$ cat config.mk
export PLATFORM = sky130hd
export DESIGN_NAME = cpu6502_bus_ctrl
export DESIGN_NICKNAME = d
export VERILOG_FILES = /design/src/rtl/cpu6502_bus_ctrl.sv
export SDC_FILE = /design/constraint.sdc
export NUM_CORES = 1
export LEC_CHECK = 0
export ABC_CLOCK_PERIOD_IN_PS = 6050
export BUFFER_PORTS_ARGS = -buffer_cell sky130_fd_sc_hd__buf_2
export CAP_MARGIN = 20
export CORE_MARGIN = 5
export CORE_UTILIZATION = 35
export CTS_CLUSTER_SIZE = 25
export DETAILED_ROUTE_END_ITERATION = 10
export PLACE_DENSITY = 0.65
export SLEW_MARGIN = 40
export SYNTH_ARGS = -nofsm -noshare
export SYNTH_HDL_FRONTEND = slang
export SYNTH_SLANG_ARGS = --single-unit
$ cat constraint.sdc
create_clock -name clk -period 6.05 [get_ports clk]
set_input_delay 0.3025 -clock clk [delete_from_list [all_inputs] [get_ports clk]]
set_output_delay 0.3025 -clock clk [all_outputs]
set_load 0.005 [all_outputs]
$ cat src/rtl/cpu6502_bus_ctrl.sv
// 6502 bus controller: decodes core accesses to a wait-stated
// memory port or a req/ack I/O window with timeout.
module cpu6502_bus_ctrl #(
  parameter logic [7:0] IO_PAGE    = 8'hD0,
  parameter int         MEM_WAIT   = 0,
  parameter int         IO_TIMEOUT = 15
) (
  input  logic        clk,
  input  logic        reset_n,
  input  logic [15:0] cpu_address,
  input  logic        cpu_write,
  input  logic [7:0]  cpu_data_o,
  output logic [7:0]  cpu_data_i,
  output logic        cpu_ready,
  output logic [15:0] mem_addr,
  output logic        mem_we,
  output logic [7:0]  mem_wdata,
  input  logic [7:0]  mem_rdata,
  output logic        io_req,
  output logic        io_we,
  output logic [7:0]  io_addr,
  output logic [7:0]  io_wdata,
  input  logic [7:0]  io_rdata,
  input  logic        io_ack,
  input  logic        tmo_clr,
  output logic        tmo_flag
);

  typedef enum logic [1:0] {
    IDLE,
    MWAIT,
    IOREQ,
    IODONE
  } state_t;

  localparam bit NO_WAIT = (MEM_WAIT == 0);
  localparam logic [7:0] MW_LOAD =
    NO_WAIT ? 8'd0 : 8'(MEM_WAIT - 1);
  localparam logic [7:0] TMO_LAST =
    8'(IO_TIMEOUT - 1);

  state_t      state;
  logic [7:0]  cnt;
  logic [7:0]  rlatch;
  logic        is_io;
  logic        tmo_hit;

  assign is_io     = (cpu_address[15:8] == IO_PAGE);
  assign mem_addr  = cpu_address;
  assign mem_wdata = cpu_data_o;

  // Timeout fires only when no ack arrives on the last cycle.
  assign tmo_hit = (state == IOREQ) && !io_ack &&
                   (cnt == TMO_LAST);

  // Core-facing handshake and memory strobe.
  always_comb begin
    cpu_ready  = 1'b0;
    mem_we     = 1'b0;
    cpu_data_i = rlatch;
    unique case (state)
      IDLE: begin
        if (!is_io) begin
          cpu_data_i = mem_rdata;
          if (NO_WAIT) begin
            cpu_ready = 1'b1;
            mem_we    = cpu_write;
          end
        end
      end
      MWAIT: begin
        cpu_data_i = mem_rdata;
        if (cnt == 8'd0) begin
          cpu_ready = 1'b1;
          mem_we    = cpu_write;
        end
      end
      IOREQ: begin
        cpu_ready = 1'b0;
      end
      IODONE: begin
        cpu_ready = 1'b1;
      end
      default: begin
        cpu_ready = 1'b0;
      end
    endcase
  end

  // Access sequencing, I/O request registers and timeout flag.
  always_ff @(posedge clk) begin
    if (!reset_n) begin
      state    <= IDLE;
      cnt      <= 8'd0;
      io_req   <= 1'b0;
      io_we    <= 1'b0;
      io_addr  <= 8'd0;
      io_wdata <= 8'd0;
      rlatch   <= 8'd0;
      tmo_flag <= 1'b0;
    end else begin
      unique case (state)
        IDLE: begin
          if (is_io) begin
            io_req   <= 1'b1;
            io_we    <= cpu_write;
            io_addr  <= cpu_address[7:0];
            io_wdata <= cpu_data_o;
            cnt      <= 8'd0;
            state    <= IOREQ;
          end else if (!NO_WAIT) begin
            cnt   <= MW_LOAD;
            state <= MWAIT;
          end
        end
        MWAIT: begin
          if (cnt == 8'd0) begin
            state <= IDLE;
          end else begin
            cnt <= cnt - 8'd1;
          end
        end
        IOREQ: begin
          cnt <= cnt + 8'd1;
          if (io_ack) begin
            if (!io_we) begin
              rlatch <= io_rdata;
            end
            io_req <= 1'b0;
            state  <= IODONE;
          end else if (tmo_hit) begin
            rlatch <= 8'hFF;
            io_req <= 1'b0;
            state  <= IODONE;
          end
        end
        IODONE: begin
          state <= IDLE;
        end
        default: begin
          state <= IDLE;
        end
      endcase
      if (tmo_hit) begin
        tmo_flag <= 1'b1;
      end else if (tmo_clr) begin
        tmo_flag <= 1'b0;
      end
    end
  end

endmodule

==> results.md <==
- Crit share post-route: 41.3%
- Min cycle time layout: 2500 ps
- Area Growth Syn to Fin: 20.5%
- Synth area leaders: dfxtp_1 34%, buf_4 8.7%, nand2_1 7.5%, ha_1 6.4%, a21boi_0 4.9%
- Hold_buf cts: 0
- Synthesis warning total: 0
- Setup CP Type: reg2reg
- Clk sinks: 37
- Power per cell area: 347 mW/mm^2
- CTS clock-pin slew for the worst setup and hold paths: 80 ps
- DRT antenna net count: 0
- Final hold violation count: 0
- Layout cells sized above 1: between 30% and 40%
- Status: finished clean
- VDD IR max: 141 uV
- Syn_area_per_cell: around 8.5 um^2
- Syn_nets: 312
- Top-Level Pins: 98
- Cell count after synthesis: 256
- Drt drc: 0
- Iteration-0 DRC count of the detailed router: 101
- Initial antenna violation count: 0
- Setup TNS: 0 ps
- Final setup fails: 0
- Hold Path Origin: cpu_data_o[3]
- CTS resizes: 0
- Routability cong.: 0.830
- DR vias/cell: 4.96
- Cell taking the most area after synthesis: dfxtp_1
- Fmax: 400 MHz
- Critical path data required time: ~6200 ps
- Routed len/inst: 12.8 um
- Cell variety after synth: 48
- Vias in the first global route: about 1800
- Fill count: just over 600
- Setup Skew: a little under 10 ps
- Min-Delay Path Depth: 3
- Hold Crit Class: in2reg
- Die W: between 80 and 90 um
- Pin slew with the least headroom to its limit: 744 ps
- WHS: 258 ps
- H-tree depth: 2
- Worst Path Arrival: 2690 ps
- Crit-path max FO: 6
- Remaining Overflow, GRT: 0
- TritonCTS clock tree: done
- Synth top area share: 34.2%
- Largest net degree at the start of global routing: slightly below 50
- Leakage: 0.00116 uW
- Core area: 0.00596 mm^2
- Max-slew headroom: 50.4%
- Post-CTS setup buffers: 0
- Pre-Repair DR Iteration Count: 4
- IO buf count: between 90 and 100
- Die Area: around 0.0079 mm^2
- Clk_lat worst skew: 290 ps
- Initial core utilization: 36.4%
- Clock Tree Root: clkbuf_8
- Total CTS buffers: 5
- Number of synthesized register bits: 37
- Routed vias: 1987
- GRT Total Usage: 13.5%
- Worst r2r src: state[0]
- CP Launch Type: flop
- Nets: 381
- First-pass GRT wire length: 8.48 mm
- Maxcap violations: 0
- Antenna cells: 0
- Layout Utilization: 43.8%
- Share of the yosys chip area belonging to registers: 34.2%
- DP HPWL: approximately 4 mm
- Depth of the most critical reg-to-reg path: 9
- Crit path capture type: flop
- Register area: 741 um^2
- Row count: 28
- Multi-input gate area: 0.00116 mm^2
- Crit path launch: state[0]
- Clock Path Buffers: 2
- Netlist Area Pre-Place: 0.00217 mm^2
- Die H: 88.7 um
- DRT Wirelength: 5.15 mm
- Slew Viols, Final: 0
- RSZ-0062 raised after global routing: false
==> cells in the final DEF (no fill, tap or decap), types with 3 or more instances in the layout <==
| cell | n |
|---|---|
| buf_2 | 97 |
| nand2_1 | 43 |
| dfxtp_1 | 37 |
| o21ai_0 | 16 |
| a21boi_0 | 14 |
| nand3_1 | 11 |
| ha_1 | 11 |
| o21ai_1 | 9 |
| a22o_1 | 8 |
| inv_1 | 7 |
| nor2_1 | 7 |
| a21boi_1 | 7 |
| clkbuf_8 | 7 |
| xnor2_1 | 4 |
| a21oi_1 | 3 |
| nand2b_1 | 3 |
| nor3_1 | 3 |
| o221a_2 | 3 |
| o21a_1 | 3 |
| nand4_1 | 3 |
==> logic make-up after synthesis <==
logic type / synth area share, %
flip-flops: 34.2
buffers and inverters: 12.4
AO/OA/AOI/OAI: 24.9
XOR/XNOR: 2.02
AND/OR/NAND/NOR: 20.2
adder cells (fa/ha/maj): 6.35
==> cell usage after synthesis (all sizes together) <==
cell    instances
nor4            3
a41o            1
and3b           2
or3             1
o21ai          27
o221a           3
dfxtp          37
a311oi          1
o221ai          1
nor2b           2
a22o            8
a41oi           1
and2            1
inv             7
clkbuf          6
ha             11
nand4b          1
xnor2           4
a21o            1
a21boi         21
o21a            3
buf            29
xor2            1
nor2            8
nand2          44
nor3            3
o32ai           2
nand4           3
a21oi           3
or4             2
nand3          12
o22ai           1
a211oi          2
nand3b          1
nand2b          3
==> worst max-delay path, cell delays in order, from the launching register on <==
cell      delay, ps
dfxtp_1         380
inv_1           100
ha_1            250
inv_1           180
ha_1            310
and3b_1         200
a311oi_1        390
o221ai_1        210
xnor2_1         150
a41o_1          230
==> layer usage <==
metal	wire [um]	vias up	track usage [%]
li1	-	1025	-
met1	2200	891	17.0
met2	2420	66	22.9
met3	480	5	3.26
met4	42	0	3.71
met5	0	-	0
==> registers in the layout, indices dropped and copies added, names as in the netlist <==
name,count
rlatch,8
io_addr,8
state,2
io_we,1
io_req,1
tmo_flag,1
cnt,8
io_wdata,8
==> per-stage QoR <==
stage / cell area [um^2] / instances / setup slack [ps] / power, uW
2_1_floorplan: 2170 / 256 / 3800 / 622
3_3_place_gp: 2500 / 393 / 3670 / 712
3_5_place_dp: 2500 / 393 / 3550 / 720
4_1_cts: 2610 / 401 / 3540 / 918
5_1_grt: 2610 / 401 / 3360 / 981
6_report: 2610 / 401 / 3550 / 906
==> final timing paths <==
check,to,slack (ps)
setup / recovery,cnt[7],3550
hold / removal,io_wdata[3],260
setup reg to reg,cnt[7],3550
hold reg to reg,io_wdata[6],450
==> power by group <==
| group | switching [uW] | internal, uW |
|---|---|---|
| clock network | 88.1 | 105 |
| logic | 231 | 188 |
| registers | 26.7 | 267 |
| total | 345 | 560 |
==> layout make-up <==
| type | instances | area share, % |
|---|---|---|
| Clock inverter | 1 | 0.336 |
| Timing Repair Buffer | 97 | 18.6 |
| Tap cell | 75 | 3.60 |
| Sequential cell | 37 | 28.4 |
| Clock buffer | 7 | 3.69 |
| Inverter | 7 | 1.01 |
| Multi-Input combinational cell | 177 | 44.4 |
No activity file was read; power rests on OpenSTA's default activity.
